--- src/rtl/otter_intr_pkg.sv ---
// Shared definitions for the OTTER interrupt controller: register map,
// FSM state encodings and CLAIM register field positions.
package otter_intr_pkg;

    localparam logic [31:0] OFF_ENABLE  = 32'h0;
    localparam logic [31:0] OFF_PENDING = 32'h4;
    localparam logic [31:0] OFF_CLAIM   = 32'h8;
    localparam logic [31:0] OFF_EDGE    = 32'hC;

    localparam int CLAIM_INSVC_BIT = 31;
    localparam int CLAIM_ID_LSB    = 0;
    localparam int CLAIM_ID_W      = 5;

    typedef enum logic [1:0] {
        ST_IDLE    = 2'd0,
        ST_ASSERT  = 2'd1,
        ST_SERVICE = 2'd2
    } intr_state_t;

endpackage

--- src/rtl/intr_src_sync.sv ---
// One request line: 2-flop synchroniser plus a registered copy of the
// synchronised level for rising-edge detection.
module intr_src_sync (
    input  logic i_clk,
    input  logic i_rst,
    input  logic i_async,
    output logic o_level,
    output logic o_rise
);

    logic r_meta;
    logic r_sync;
    logic r_prev;

    always_ff @(posedge i_clk or posedge i_rst) begin
        if (i_rst) begin
            r_meta <= 1'b0;
            r_sync <= 1'b0;
            r_prev <= 1'b0;
        end else begin
            r_meta <= i_async;
            r_sync <= r_meta;
            r_prev <= r_sync;
        end
    end

    assign o_level = r_sync;
    assign o_rise  = r_sync & ~r_prev;

endmodule

--- src/rtl/otter_intr_ctrl.sv ---
// IOBUS-mapped interrupt controller: latches/masks N_SRC requests, picks the
// lowest-index enabled pending source and drives the MCU INTR line.
module otter_intr_ctrl
    import otter_intr_pkg::*;
#(
    parameter int          N_SRC     = 8,
    parameter logic [31:0] BASE_ADDR = 32'h1100_0200
) (
    input  logic             i_clk,
    input  logic             i_rst,
    input  logic [N_SRC-1:0] i_irq_in,
    input  logic             i_int_ack,
    input  logic [31:0]      i_iobus_addr,
    input  logic [31:0]      i_iobus_out,
    input  logic             i_iobus_wr,
    output logic [31:0]      o_iobus_rd,
    output logic             o_intr
);

    localparam logic [N_SRC-1:0] ONE = N_SRC'(1);

    logic [N_SRC-1:0]      r_enable;
    logic [N_SRC-1:0]      r_pending;
    logic [N_SRC-1:0]      r_edge;
    logic [CLAIM_ID_W-1:0] r_id;
    intr_state_t           r_state;
    logic                  r_intr;
    logic [31:0]           r_rd;

    logic [N_SRC-1:0]      w_level;
    logic [N_SRC-1:0]      w_rise;
    logic [N_SRC-1:0]      w_req;
    logic [N_SRC-1:0]      w_set;
    logic [N_SRC-1:0]      w_clr;
    logic [N_SRC-1:0]      w_id_mask;
    logic [CLAIM_ID_W-1:0] w_top_id;
    logic                  w_any;
    logic                  w_sel_en, w_sel_pend, w_sel_claim, w_sel_edge;
    logic                  w_claim_hit;
    logic                  w_latch;
    logic                  w_ack_clr;
    intr_state_t           w_state_nxt;
    logic [31:0]           w_rd_data;
    logic                  w_unused;

    genvar g;
    generate
        for (g = 0; g < N_SRC; g++) begin : g_src
            intr_src_sync u_sync (
                .i_clk   (i_clk),
                .i_rst   (i_rst),
                .i_async (i_irq_in[g]),
                .o_level (w_level[g]),
                .o_rise  (w_rise[g])
            );
        end
    endgenerate

    assign w_sel_en    = (i_iobus_addr == BASE_ADDR + OFF_ENABLE);
    assign w_sel_pend  = (i_iobus_addr == BASE_ADDR + OFF_PENDING);
    assign w_sel_claim = (i_iobus_addr == BASE_ADDR + OFF_CLAIM);
    assign w_sel_edge  = (i_iobus_addr == BASE_ADDR + OFF_EDGE);
    assign w_claim_hit = i_iobus_wr && w_sel_claim &&
                         (i_iobus_out[CLAIM_ID_LSB +: CLAIM_ID_W] == r_id);
    assign w_id_mask   = ONE << r_id;
    assign w_unused    = &{1'b0, i_iobus_out};

    // Descending scan so the lowest index is the last (winning) assignment.
    always_comb begin
        w_req    = r_pending & r_enable;
        w_any    = |w_req;
        w_top_id = '0;
        for (int i = N_SRC - 1; i >= 0; i--) begin
            if (w_req[i]) w_top_id = CLAIM_ID_W'(i);
        end
    end

    always_comb begin
        w_state_nxt = r_state;
        w_latch     = 1'b0;
        w_ack_clr   = 1'b0;
        case (r_state)
            ST_IDLE: begin
                if (w_any) begin
                    w_state_nxt = ST_ASSERT;
                    w_latch     = 1'b1;
                end
            end
            ST_ASSERT: begin
                if (i_int_ack) begin
                    w_state_nxt = ST_SERVICE;
                    w_ack_clr   = 1'b1;
                end else if (!(|(r_enable & w_id_mask))) begin
                    w_state_nxt = ST_IDLE;
                end
            end
            ST_SERVICE: begin
                if (w_claim_hit) w_state_nxt = ST_IDLE;
            end
            default: w_state_nxt = ST_IDLE;
        endcase
    end

    // Set is OR'ed in after the clear so a same-cycle set always wins.
    always_comb begin
        w_set = (w_rise & r_edge) | (w_level & ~r_edge);
        w_clr = '0;
        if (i_iobus_wr && w_sel_pend) w_clr = w_clr | i_iobus_out[N_SRC-1:0];
        if (w_ack_clr)                w_clr = w_clr | (w_id_mask & r_edge);
    end

    always_comb begin
        w_rd_data = '0;
        if (w_sel_en)   w_rd_data[N_SRC-1:0] = r_enable;
        if (w_sel_pend) w_rd_data[N_SRC-1:0] = r_pending;
        if (w_sel_edge) w_rd_data[N_SRC-1:0] = r_edge;
        if (w_sel_claim) begin
            w_rd_data[CLAIM_INSVC_BIT]                = (r_state == ST_SERVICE);
            w_rd_data[CLAIM_ID_LSB +: CLAIM_ID_W]     = r_id;
        end
    end

    always_ff @(posedge i_clk or posedge i_rst) begin
        if (i_rst) begin
            r_enable  <= '0;
            r_pending <= '0;
            r_edge    <= '0;
            r_id      <= '0;
            r_state   <= ST_IDLE;
            r_intr    <= 1'b0;
            r_rd      <= '0;
        end else begin
            if (i_iobus_wr && w_sel_en)   r_enable <= i_iobus_out[N_SRC-1:0];
            if (i_iobus_wr && w_sel_edge) r_edge   <= i_iobus_out[N_SRC-1:0];
            r_pending <= (r_pending & ~w_clr) | w_set;
            if (w_latch) r_id <= w_top_id;
            r_state <= w_state_nxt;
            r_intr  <= (w_state_nxt == ST_ASSERT);
            r_rd    <= w_rd_data;
        end
    end

    assign o_intr     = r_intr;
    assign o_iobus_rd = r_rd;

endmodule
--- config.mk ---
export PLATFORM = sky130hd
export DESIGN_NAME = otter_intr_ctrl
export DESIGN_NICKNAME = d
export VERILOG_FILES = /design/src/rtl/otter_intr_pkg.sv /design/src/rtl/intr_src_sync.sv /design/src/rtl/otter_intr_ctrl.sv
export SDC_FILE = /design/constraint.sdc
export NUM_CORES = 1
export LEC_CHECK = 0
export ABC_AREA = 0
export CORE_MARGIN = 5
export CORE_UTILIZATION = 48
export CTS_CLUSTER_SIZE = 8
export DETAILED_ROUTE_END_ITERATION = 16
export PLACE_DENSITY = 0.86
export SLEW_MARGIN = 20
export SYNTH_ARGS = -nofsm -noshare
export SYNTH_HDL_FRONTEND = slang
export SYNTH_SLANG_ARGS = --single-unit
--- constraint.sdc ---
create_clock -name i_clk -period 5.6 [get_ports i_clk]
set_clock_uncertainty 0.05 [all_clocks]
set_input_delay 0.56 -clock i_clk [delete_from_list [all_inputs] [get_ports i_clk]]
set_output_delay 0.56 -clock i_clk [all_outputs]
set_load 0.01 [all_outputs]
==> impl_metrics.tcl, run 1 <==
set metrics [dict create \
    timing_worst_slew_pin_value_ns 0.9357 \
    synth_top_family_by_area "simple AND/OR/NAND/NOR gates" \
    dieHeight_um 87.82 \
    crit_path_max_fanout 11 \
    timing.max_slew.rel_slack 0.3680 \
    layout.cells.non_filler 394 \
    placedInstanceArea_um2 3482 \
    setup.reg_to_reg.worst_slack_ns 3.59 \
    fmaxAchievable_mhz 341.5 \
    grt_first_pass_wirelength_um 10500 \
    post_synth_xor_area_fraction 0.009040 \
    cts_tree "built" \
    drt-initial-drc-count 180 \
    synth_fa_ha_area_frac 0 \
    total_switching_power_mw 0.2087 \
    yosysUniqueCellTypes 38 \
    area_delta_synth_final_pct 26.30 \
    swShare 0.2278 \
    clockPowerShare 0.407 \
    timing.hold.worst_path_depth 0 \
    fin_crit_sh 0.5228 \
    routed_wirelength_um 6441 \
    timing.critical_path.arrival_ns 3.10 \
    irDropWorstVdd_uv 178.2 \
    final_core_util 0.6200 \
    layout.nets 390 \
    globalRoute.totalOverflow 0 \
    p_seq_frac 0.510 \
    hold_worst_path_end "g_src[0].u_sync.o_level" \
    worstHoldPathType "reg2reg" \
    final_routed_drc_violation_total 0 \
    clock_tree.htree_level_count 3 \
    core_area_um2 5921 \
    min-delay-start "g_src[0].u_sync.r_meta" \
    start_kind "input pin" \
    rr_endpoint "r_id[2]" \
    reg2reg_depth 3 \
    grt_max_degree 64 \
    detail-route-antenna-nets 0 \
    initial_core_util 0.4909 \
    antennaDiodeCount 0 \
    wire_per_inst_um 16.35 \
    hold_vio_cnt_final 0 \
    design_area_um2 3671 \
    fill_cells 487 \
    yosysTopAreaCell "sky130_fd_sc_hd__dfrtp_1" \
    finalSetupViolations 0 \
    p_int_mw 0.7078 \
    status "complete, no violations" \
    boundaryPins 109 \
    synthCells 252 \
    setup_total_negative_slack_ns 0 \
    clock_latency_ns 0.34 \
    vias 2152 \
    cts_post_setup_buffers_inserted 0 \
    std_cell_rows 28 \
    synth.top_cells.by_area "sky130_fd_sc_hd__dfrtp_1, sky130_fd_sc_hd__mux2_2, sky130_fd_sc_hd__buf_4" \
    cts_repair_resize_count 0 \
    worst_setup_hold_path_clk_slew_ns 0.07 \
    preCtsSetupSlack_ns 2.329 \
    ys_ff_latch 63 \
    synthDominantCellAreaShare 0.5424 \
    synth-seq-area-share 0.5424 \
    power.density_cell_area_nw_per_um2 249.7 \
    finalCriticalPeriod_ns 2.928 \
    multiInputGateArea_um2 1179 \
    area_of_the_die_um2 7711 \
    yosys_warnings 0 \
    post_route_cells_drive_above_1_share 0.1411 \
    drv_slew 0 \
    synthSimpleGateAreaFrac 0.1554 \
    grt_setup_unrepaired "no" \
    syn_area_per_cell_um2 11.53 \
    place.detailed.hpwl_um 4750 \
    portBuffers 61 \
    critPathCaptureType "flop" \
    max-cap-violations 0 \
    power_frac_comb 0.082 \
    chipWidth_um 87.82 \
    tritoncts.num_buffers 9 \
    avgViaCountPerCell 5.462 \
    clk_path_buf_depth 2 \
    antenna_found_initial 0 \
    grtUsageTotal 0.1798 \
    final.setup.worst_slack_ns 2.672 \
    cts_sinks 63 \
    worst_r2r_startpoint "r_pending[2]" \
    first_global_vias 2200 \
    hold_buffers 0 \
    placed_cells 378 \
    post_synth_instance_area_um2 2907 \
    cts.root.buffer_cell "sky130_fd_sc_hd__clkbuf_8" \
    worst_ep_required_time_ns 5.78 \
    synth_compound_area_frac 0.09557 \
    multiplexer_area_fraction_after_synthesis 0.1158 \
    area_taken_by_flip_flops_and_latches_um2 1577 \
    total_leakage_power_nw 1.507 \
    first_pass_iters 5 \
    critPathKind "in2reg" \
    gp_congestion 0.8991 \
]
-- area by class of cell --
type	instances	share of cell area
clock buffer	10	0.03476
tap	75	0.02556
inverter	4	0.004090
sequential	63	0.4294
clock inverter	6	0.01670
timing repair buffer	62	0.1684
multi-input combinational	174	0.3211
-- worst max-delay path: stages --
cell	delay (ns)
sky130_fd_sc_hd__clkdlybuf4s50_1	0.40
sky130_fd_sc_hd__nor4b_1	0.35
sky130_fd_sc_hd__nand4_1	0.59
sky130_fd_sc_hd__nor4_4	0.79
sky130_fd_sc_hd__mux2_2	0.41
-- how the worst max path moves through the flow --
| stage | start | to | depth (start not counted) |
|---|---|---|---|
| after floorplan | i_iobus_addr[26] | r_edge[0] | 5 |
| after global placement | i_iobus_addr[8] | r_edge[5] | 5 |
| after detailed placement | i_iobus_addr[25] | r_edge[5] | 5 |
| after CTS | i_iobus_addr[24] | r_edge[7] | 5 |
| after global routing | i_iobus_addr[24] | r_edge[7] | 5 |
| final | i_iobus_addr[25] | r_edge[7] | 5 |
-- through the flow --
stage	total power [mW]	hold WS, ns
detailed placement	0.5513	0.2863
global placement	0.5486	0.2813
finish	0.9165	0.2960
CTS	0.9227	0.2996
global route	0.9532	0.3055
floorplan	0.5166	0.2812
-- placed cells by master (no fill, tap or decap), types with 5 or more instances in the layout --
master,instances
sky130_fd_sc_hd__clkbuf_8,9
sky130_fd_sc_hd__nor2_1,7
sky130_fd_sc_hd__mux4_2,5
sky130_fd_sc_hd__nand2_1,30
sky130_fd_sc_hd__nor3_1,8
sky130_fd_sc_hd__conb_1,23
sky130_fd_sc_hd__nor2b_1,7
sky130_fd_sc_hd__o21ai_0,18
sky130_fd_sc_hd__nand3_1,11
sky130_fd_sc_hd__mux2_2,19
sky130_fd_sc_hd__clkdlybuf4s50_1,61
sky130_fd_sc_hd__dfrtp_1,63
-- kinds of logic (layout without fill, tap and decap cells) --
kind of cell           count (synthesis)  in the layout
flip-flops                            63             63
AO/OA/AOI/OAI                         41             41
buffers and inverters                 37             82
multiplexers                          25             25
other                                  1             23
XOR/XNOR                               3              3
AND/OR/NAND/NOR                       82             82
-- flip-flops by register name (all words and copies together), names as in the netlist --
register              count
o_iobus_rd                9
g_src.u_sync.o_level      8
g_src.u_sync.r_meta       8
g_src.u_sync.r_prev       8
r_edge                    8
r_enable                  8
r_pending                 8
r_id                      3
r_state                   2
o_intr                    1
-- cells in the mapped netlist --
| cell | instances |
|---|---|
| sky130_fd_sc_hd__dfrtp_1 | 63 |
| sky130_fd_sc_hd__nand2_1 | 30 |
| sky130_fd_sc_hd__buf_4 | 23 |
| sky130_fd_sc_hd__mux2_2 | 19 |
| sky130_fd_sc_hd__o21ai_0 | 18 |
| sky130_fd_sc_hd__nand3_1 | 11 |
| sky130_fd_sc_hd__nor3_1 | 8 |
| sky130_fd_sc_hd__clkbuf_1 | 7 |
| sky130_fd_sc_hd__nor2_1 | 7 |
| sky130_fd_sc_hd__nor2b_1 | 7 |
| sky130_fd_sc_hd__mux4_2 | 5 |
| sky130_fd_sc_hd__a22o_1 | 4 |
| sky130_fd_sc_hd__a22oi_1 | 4 |
| sky130_fd_sc_hd__inv_1 | 4 |
| sky130_fd_sc_hd__nor4_1 | 4 |
| sky130_fd_sc_hd__a21oi_1 | 3 |
| sky130_fd_sc_hd__nand2b_1 | 3 |
| sky130_fd_sc_hd__nand4_1 | 3 |
| sky130_fd_sc_hd__nor4b_1 | 3 |
| sky130_fd_sc_hd__o41ai_1 | 3 |
| sky130_fd_sc_hd__xnor2_1 | 3 |
| sky130_fd_sc_hd__a32o_1 | 2 |
| sky130_fd_sc_hd__nor4_4 | 2 |
| sky130_fd_sc_hd__o221ai_1 | 2 |
| sky130_fd_sc_hd__a21boi_0 | 1 |
| sky130_fd_sc_hd__a222oi_1 | 1 |
| sky130_fd_sc_hd__and3b_1 | 1 |
| sky130_fd_sc_hd__buf_1 | 1 |
| sky130_fd_sc_hd__buf_2 | 1 |
| sky130_fd_sc_hd__buf_6 | 1 |
| sky130_fd_sc_hd__conb_1 | 1 |
| sky130_fd_sc_hd__mux2i_1 | 1 |
| sky130_fd_sc_hd__nor4_2 | 1 |
| sky130_fd_sc_hd__nor4b_2 | 1 |
| sky130_fd_sc_hd__o31a_1 | 1 |
| sky130_fd_sc_hd__o31ai_1 | 1 |
| sky130_fd_sc_hd__o32a_1 | 1 |
| sky130_fd_sc_hd__or2_1 | 1 |
-- power groups by stage --
stage / combinational [mW] / clock (mW) / sequential [mW]
finish: 0.0754 / 0.373 / 0.468
global route: 0.0817 / 0.403 / 0.468
CTS: 0.0754 / 0.380 / 0.468
detailed placement: 0.0751 / 0 / 0.476
global placement: 0.0729 / 0 / 0.476
floorplan: 0.0415 / 0 / 0.475
-- routing by layer --
| metal | GRT usage | part of all wire | wire (µm) | vias to the layer above |
|---|---|---|---|---|
| met2 | 0.3103 | 0.52 | 3325 | 121 |
| met3 | 0.05644 | 0.087 | 562 | 19 |
| li1 | - | - | - | 989 |
| met5 | 0 | 0 | 0 | - |
| met4 | 0.06974 | 0.021 | 137 | 0 |
| met1 | 0.2085 | 0.38 | 2416 | 1023 |
Power figures use the tool's default switching activity.
==> run 2, diff against run 1 <==
--- a/config.mk
+++ b/config.mk
@@ -7,10 +7,10 @@
 export LEC_CHECK = 0
 export ABC_AREA = 0
 export CORE_MARGIN = 5
-export CORE_UTILIZATION = 48
+export CORE_UTILIZATION = 40
 export CTS_CLUSTER_SIZE = 8
 export DETAILED_ROUTE_END_ITERATION = 16
-export PLACE_DENSITY = 0.86
+export PLACE_DENSITY = 0.76
 export SLEW_MARGIN = 20
 export SYNTH_ARGS = -nofsm -noshare
 export SYNTH_HDL_FRONTEND = slang
==> constraint.sdc (replaced) <==
create_clock -name i_clk -period 2.5 [get_ports i_clk]
set_clock_uncertainty 0.05 [all_clocks]
set_input_delay 0.25 -clock i_clk [delete_from_list [all_inputs] [get_ports i_clk]]
set_output_delay 0.25 -clock i_clk [all_outputs]
set_load 0.01 [all_outputs]
==> run 2 against run 1 <==
Against the previous run: first-iteration DRC count fell by 14%; die area increased by 18%; global-route usage fell by 3.4 points; hold slack got worse by 0.26 ns; clock power is 100% higher; sequential share of layout area fell by 0.72 points; utilization decreased by 10 points; critical path type unchanged; final cell count is 7.4% higher; combinational power grew 130%; via count shrank 2.9%; design area is 1.7% higher; non-clock buffer count increased by 6; highest routed layer unchanged.
==> impl_metrics.tcl, run 2 (synthesis gave the netlist of run 1 again) <==
set metrics [dict create \
    detail-route-antenna-nets 0 \
    clock_tree.htree_level_count 3 \
    reg2reg_depth 3 \
    power.density_cell_area_nw_per_um2 526.8 \
    swShare 0.2324 \
    clockPowerShare 0.380 \
    area_delta_synth_final_pct 28.45 \
    layout.nets 396 \
    mostFrequentLayoutCell "sky130_fd_sc_hd__dfrtp_1" \
    drt-initial-drc-count 155 \
    timing.critical_path.arrival_ns 2.15 \
    post_route_cells_drive_above_1_share 0.1543 \
    fin_crit_sh 0.7966 \
    portBuffers 61 \
    chipWidth_um 95.24 \
    clock_latency_ns 0.33 \
    area_of_the_die_um2 9071 \
    drv_slew 0 \
    worst_ep_required_time_ns 2.66 \
    total_power_mw 1.967 \
    hold_vio_cnt_final 0 \
    hold_ws_ns 0.04017 \
    timing.max_slew.rel_slack 0.3998 \
    cts.root.buffer_cell "sky130_fd_sc_hd__clkbuf_8" \
    layout_common_cells "sky130_fd_sc_hd__dfrtp_1, sky130_fd_sc_hd__clkdlybuf4s50_1, sky130_fd_sc_hd__nand2_1, sky130_fd_sc_hd__conb_1, sky130_fd_sc_hd__mux2_2" \
    grt_max_degree 62 \
    design_area_um2 3734 \
    boundaryPins 109 \
    start_kind "input pin" \
    final_routed_drc_violation_total 0 \
    power_frac_comb 0.088 \
    initial_core_util 0.4051 \
    grt_first_pass_wirelength_um 10040 \
    globalRoute.totalOverflow 0 \
    antenna_found_initial 0 \
    gp_congestion 0.9051 \
    total_switching_power_mw 0.4571 \
    core_area_um2 7176 \
    p_seq_frac 0.533 \
    max-cap-violations 0 \
    first_pass_iters 4 \
    cts_sinks 63 \
    grtUsageTotal 0.1454 \
    setup_total_negative_slack_ns 0 \
    p_int_mw 1.510 \
    routed_wirelength_um 6176 \
    hold_buffers 0 \
    cts_post_setup_buffers_inserted 0 \
    cts_repair_resize_count 0 \
    total_leakage_power_nw 1.529 \
    vias 2089 \
    worst_setup_hold_path_clk_slew_ns 0.07 \
    crit_path_max_fanout 8 \
    antennaDiodeCount 0 \
    grt_setup_unrepaired "no" \
    tritoncts.num_buffers 9 \
    dieHeight_um 95.24 \
    irDropWorstVdd_uv 358.3 \
    largest_reg_flops 9 \
    placedInstanceArea_um2 3570 \
    std_cell_rows 31 \
    fill_cells 623 \
    cts_tree "built" \
    first_global_vias 2065 \
    place.detailed.hpwl_um 4655 \
    avgViaCountPerCell 4.939 \
    critPathCaptureType "flop" \
    finalSetupViolations 0 \
    worstHoldPathType "in2async" \
    critPathKind "in2reg" \
    finalCriticalPeriod_ns 1.992 \
    wire_per_inst_um 14.60 \
    clk_path_buf_depth 2 \
    status "complete, no violations" \
    timing_worst_slew_pin_value_ns 0.8887 \
    fmaxAchievable_mhz 502.1 \
]
[run 2: changes by cell type in the layout (fill, tap and decap cells not counted)]
cell	before	now
sky130_fd_sc_hd__buf_4	1	6
sky130_fd_sc_hd__buf_12	0	1
sky130_fd_sc_hd__bufinv_16	1	0
sky130_fd_sc_hd__clkbuf_8	9	10
sky130_fd_sc_hd__clkinv_4	1	0
[run 2: routing by layer]
| metal | wire length [µm] | track usage |
|---|---|---|
| met1 | 2661 | 0.1965 |
| met2 | 3028 | 0.2245 |
| met3 | 376 | 0.03157 |
| met4 | 110 | 0.06490 |
| met5 | 0 | 0 |
[run 2: through the flow]
stage | setup slack [ns] | std cells | util
floorplan | 0.5822 | 274 | -
global placement | 0.1737 | 408 | 0.4975
detailed placement | 0.1384 | 408 | 0.4975
CTS | 0.4938 | 423 | 0.5203
global route | 0.2717 | 423 | 0.5203
finish | 0.5084 | 423 | 0.5203
[run 2: final timing paths]
path	end	from	slack [ns]
worst max-delay path	r_edge[6]	i_iobus_addr[13]	0.51
worst min-delay path	g_src[1].u_sync.r_meta	i_rst	0.04
worst max register to register	r_state[0]	r_pending[2]	0.56
worst min register to register	g_src[3].u_sync.o_level	g_src[3].u_sync.r_meta	0.30
max in group asynchronous	o_iobus_rd[3]	i_rst	1.87
min in group i_clk	g_src[3].u_sync.o_level	g_src[3].u_sync.r_meta	0.30
[run 2: layout make-up]
class | count | area [µm²] | area share
Clock inverter | 4 | 22.52 | 0.006032
Inverter | 4 | 15.01 | 0.004021
Multi-Input combinational cell | 174 | 1179 | 0.3157
Sequential cell | 63 | 1577 | 0.4223
Clock buffer | 11 | 141.4 | 0.03787
Timing Repair Buffer | 68 | 675.6 | 0.1810
Tap cell | 99 | 123.9 | 0.03318
[run 2: power by group through the flow]
stage | sequential [mW] | clock [mW] | combinational, mW
5_1_grt | 1.05 | 0.809 | 0.189
3_3_place_gp | 1.07 | 0 | 0.170
4_1_cts | 1.05 | 0.770 | 0.173
3_5_place_dp | 1.07 | 0 | 0.172
2_1_floorplan | 1.06 | 0 | 0.0929
6_report | 1.05 | 0.747 | 0.172
[run 2: worst max-delay path, stage by stage]
cell and delay (ns):
sky130_fd_sc_hd__clkdlybuf4s50_1 0.41, sky130_fd_sc_hd__nor4_2 0.33, sky130_fd_sc_hd__nand4_1 0.32, sky130_fd_sc_hd__nor4_4 0.28
sky130_fd_sc_hd__buf_4 0.21, sky130_fd_sc_hd__mux2_2 0.35
==> run 3, diff against run 2 <==
==> constraint.sdc (replaced) <==
create_clock -name i_clk -period 1.73 [get_ports i_clk]
set_clock_uncertainty 0.05 [all_clocks]
set_input_delay 0.173 -clock i_clk [delete_from_list [all_inputs] [get_ports i_clk]]
set_output_delay 0.173 -clock i_clk [all_outputs]
set_load 0.01 [all_outputs]
==> run 3 against run 2 <==
Against the previous run: non-clock buffer count increased by 20; critical endpoint is now r_enable[3]; sequential share of layout area decreased by 3.4 points; sequential power increased by 44%; worst setup slack got worse by 0.43 ns; sequential cell count unchanged; power increased by 55%; hold slack improved by 0.16 ns.
==> impl_metrics.tcl, run 3 (synthesis gave the netlist of run 1 again) <==
set metrics [dict create \
    first_global_vias 2233 \
    drv_slew 0 \
    layout_common_cells "sky130_fd_sc_hd__dfrtp_1, sky130_fd_sc_hd__clkdlybuf4s50_1, sky130_fd_sc_hd__nand2_1, sky130_fd_sc_hd__conb_1, sky130_fd_sc_hd__buf_4" \
    place.detailed.hpwl_um 5214 \
    layout.cells.non_filler 444 \
    top_usage_layer "met2" \
    fmaxAchievable_mhz 605.7 \
    hold_buffers 0 \
    cts_tree "built" \
    finalCriticalPeriod_ns 1.651 \
    area_of_the_die_um2 9071 \
    crit_path_max_fanout 8 \
    first_pass_iters 4 \
    mostFrequentLayoutCell "sky130_fd_sc_hd__dfrtp_1" \
    global_route.usage.met2 0.2671 \
    antennaDiodeCount 0 \
    finalSetupViolations 0 \
    timing.critical_path.arrival_ns 1.83 \
    largest_reg_flops 9 \
    chipWidth_um 95.24 \
    hold_vio_cnt_final 0 \
    cts_post_setup_buffers_inserted 0 \
    clock_latency_ns 0.34 \
    status "complete, no violations" \
    start_kind "input pin" \
    max-cap-violations 0 \
    layout.nets 416 \
    fin_crit_sh 0.9544 \
    antenna_found_initial 0 \
    worst_setup_hold_path_clk_slew_ns 0.07 \
    cts.root.buffer_cell "sky130_fd_sc_hd__clkbuf_8" \
    post_route_cells_drive_above_1_share 0.2203 \
    tritoncts.num_buffers 9 \
    grt_first_pass_wirelength_um 10950 \
    area_delta_synth_final_pct 39.82 \
    final_routed_drc_violation_total 0 \
    initial_core_util 0.4051 \
    vias 2239 \
    core_area_um2 7176 \
    boundaryPins 109 \
    total_leakage_power_nw 1.823 \
    global_route.usage.met1 0.1980 \
    cts_sinks 63 \
    globalRoute.totalOverflow 0 \
    detail-route-antenna-nets 0 \
    portBuffers 61 \
    worst_ep_required_time_ns 1.91 \
    avgViaCountPerCell 5.043 \
    clock_tree.htree_level_count 3 \
    critPathKind "in2reg" \
    clk_path_buf_depth 2 \
    irDropWorstVdd_uv 529.0 \
    grtUsageTotal 0.1599 \
    worstHoldPathType "in2async" \
    power.density_cell_area_nw_per_um2 749.2 \
    grt_max_degree 64 \
    critPathCaptureType "flop" \
    groute.layer.met3.usage 0.04972 \
    std_cell_rows 31 \
    placed_cells 428 \
    gp_congestion 0.8507 \
    wire_per_inst_um 15.61 \
    drt-initial-drc-count 128 \
    routed_wirelength_um 6930 \
    setup_total_negative_slack_ns 0 \
    dieHeight_um 95.24 \
]
[run 3: area by class of cell]
type / instances / area (µm²)
inverter: 4 / 18.77
sequential: 63 / 1577
clock inverter: 6 / 70.07
clock buffer: 10 / 127.6
multi-input combinational: 174 / 1271
tap: 99 / 123.9
fill: 581 / 3112
timing repair buffer: 88 / 875.8
[run 3: layer usage]
metal | vias to the layer above | routed length [µm] | part of all wire
met5 | - | 0 | 0
met4 | 0 | 100 | 0.014
met3 | 14 | 451 | 0.065
met2 | 83 | 3605 | 0.52
met1 | 1100 | 2771 | 0.40
li1 | 1042 | - | -
[run 3: report_power, final]
group	internal, mW	switching (mW)
clock	0.672	0.590
combinational	0.141	0.129
sequential	1.50	0.0108
total	2.31	0.730
[run 3: worst paths after layout]
kind | start | end | cells after the start | slack [ns]
worst max-delay path | i_iobus_addr[6] | r_enable[3] | 7 | 0.08
worst min-delay path | i_rst | g_src[0].u_sync.r_meta | 3 | 0.20
worst max register to register | r_state[0] | r_state[1] | 4 | 0.14
worst min register to register | g_src[1].u_sync.r_meta | g_src[1].u_sync.o_level | 0 | 0.30
max in group asynchronous | i_rst | o_iobus_rd[6] | 3 | 1.15
min in group i_clk | i_irq_in[7] | g_src[7].u_sync.r_meta | 1 | 0.21
[run 3: timing repair]
action                                  CTS  global route
resized for setup                        12            29
pin swaps                                 5             9
endpoints found under the setup margin   16            19
[run 3: per-stage QoR]
| step | cell area, µm² | power (mW) | util | hold slack, ns | setup slack [ns] |
|---|---|---|---|---|---|
| floorplan | 3022 | 1.675 | - | 0.1544 | -0.07018 |
| global placement | 3745 | 1.807 | 0.5219 | 0.2816 | -0.4101 |
| detailed placement | 3745 | 1.813 | 0.5219 | 0.2847 | -0.4629 |
| CTS | 3963 | 3.070 | 0.5522 | 0.1952 | -0.002904 |
| global route | 4064 | 3.153 | 0.5663 | 0.1855 | -0.01207 |
| finish | 4064 | 3.045 | 0.5663 | 0.1958 | 0.07897 |
[run 3: worst max-delay path, stage by stage]
cell	delay, ns
sky130_fd_sc_hd__clkdlybuf4s50_1	0.40
sky130_fd_sc_hd__nor4_1	0.23
sky130_fd_sc_hd__nand4_1	0.15
sky130_fd_sc_hd__buf_6	0.16
sky130_fd_sc_hd__nor4_4	0.21
sky130_fd_sc_hd__buf_6	0.20
sky130_fd_sc_hd__mux2_4	0.31
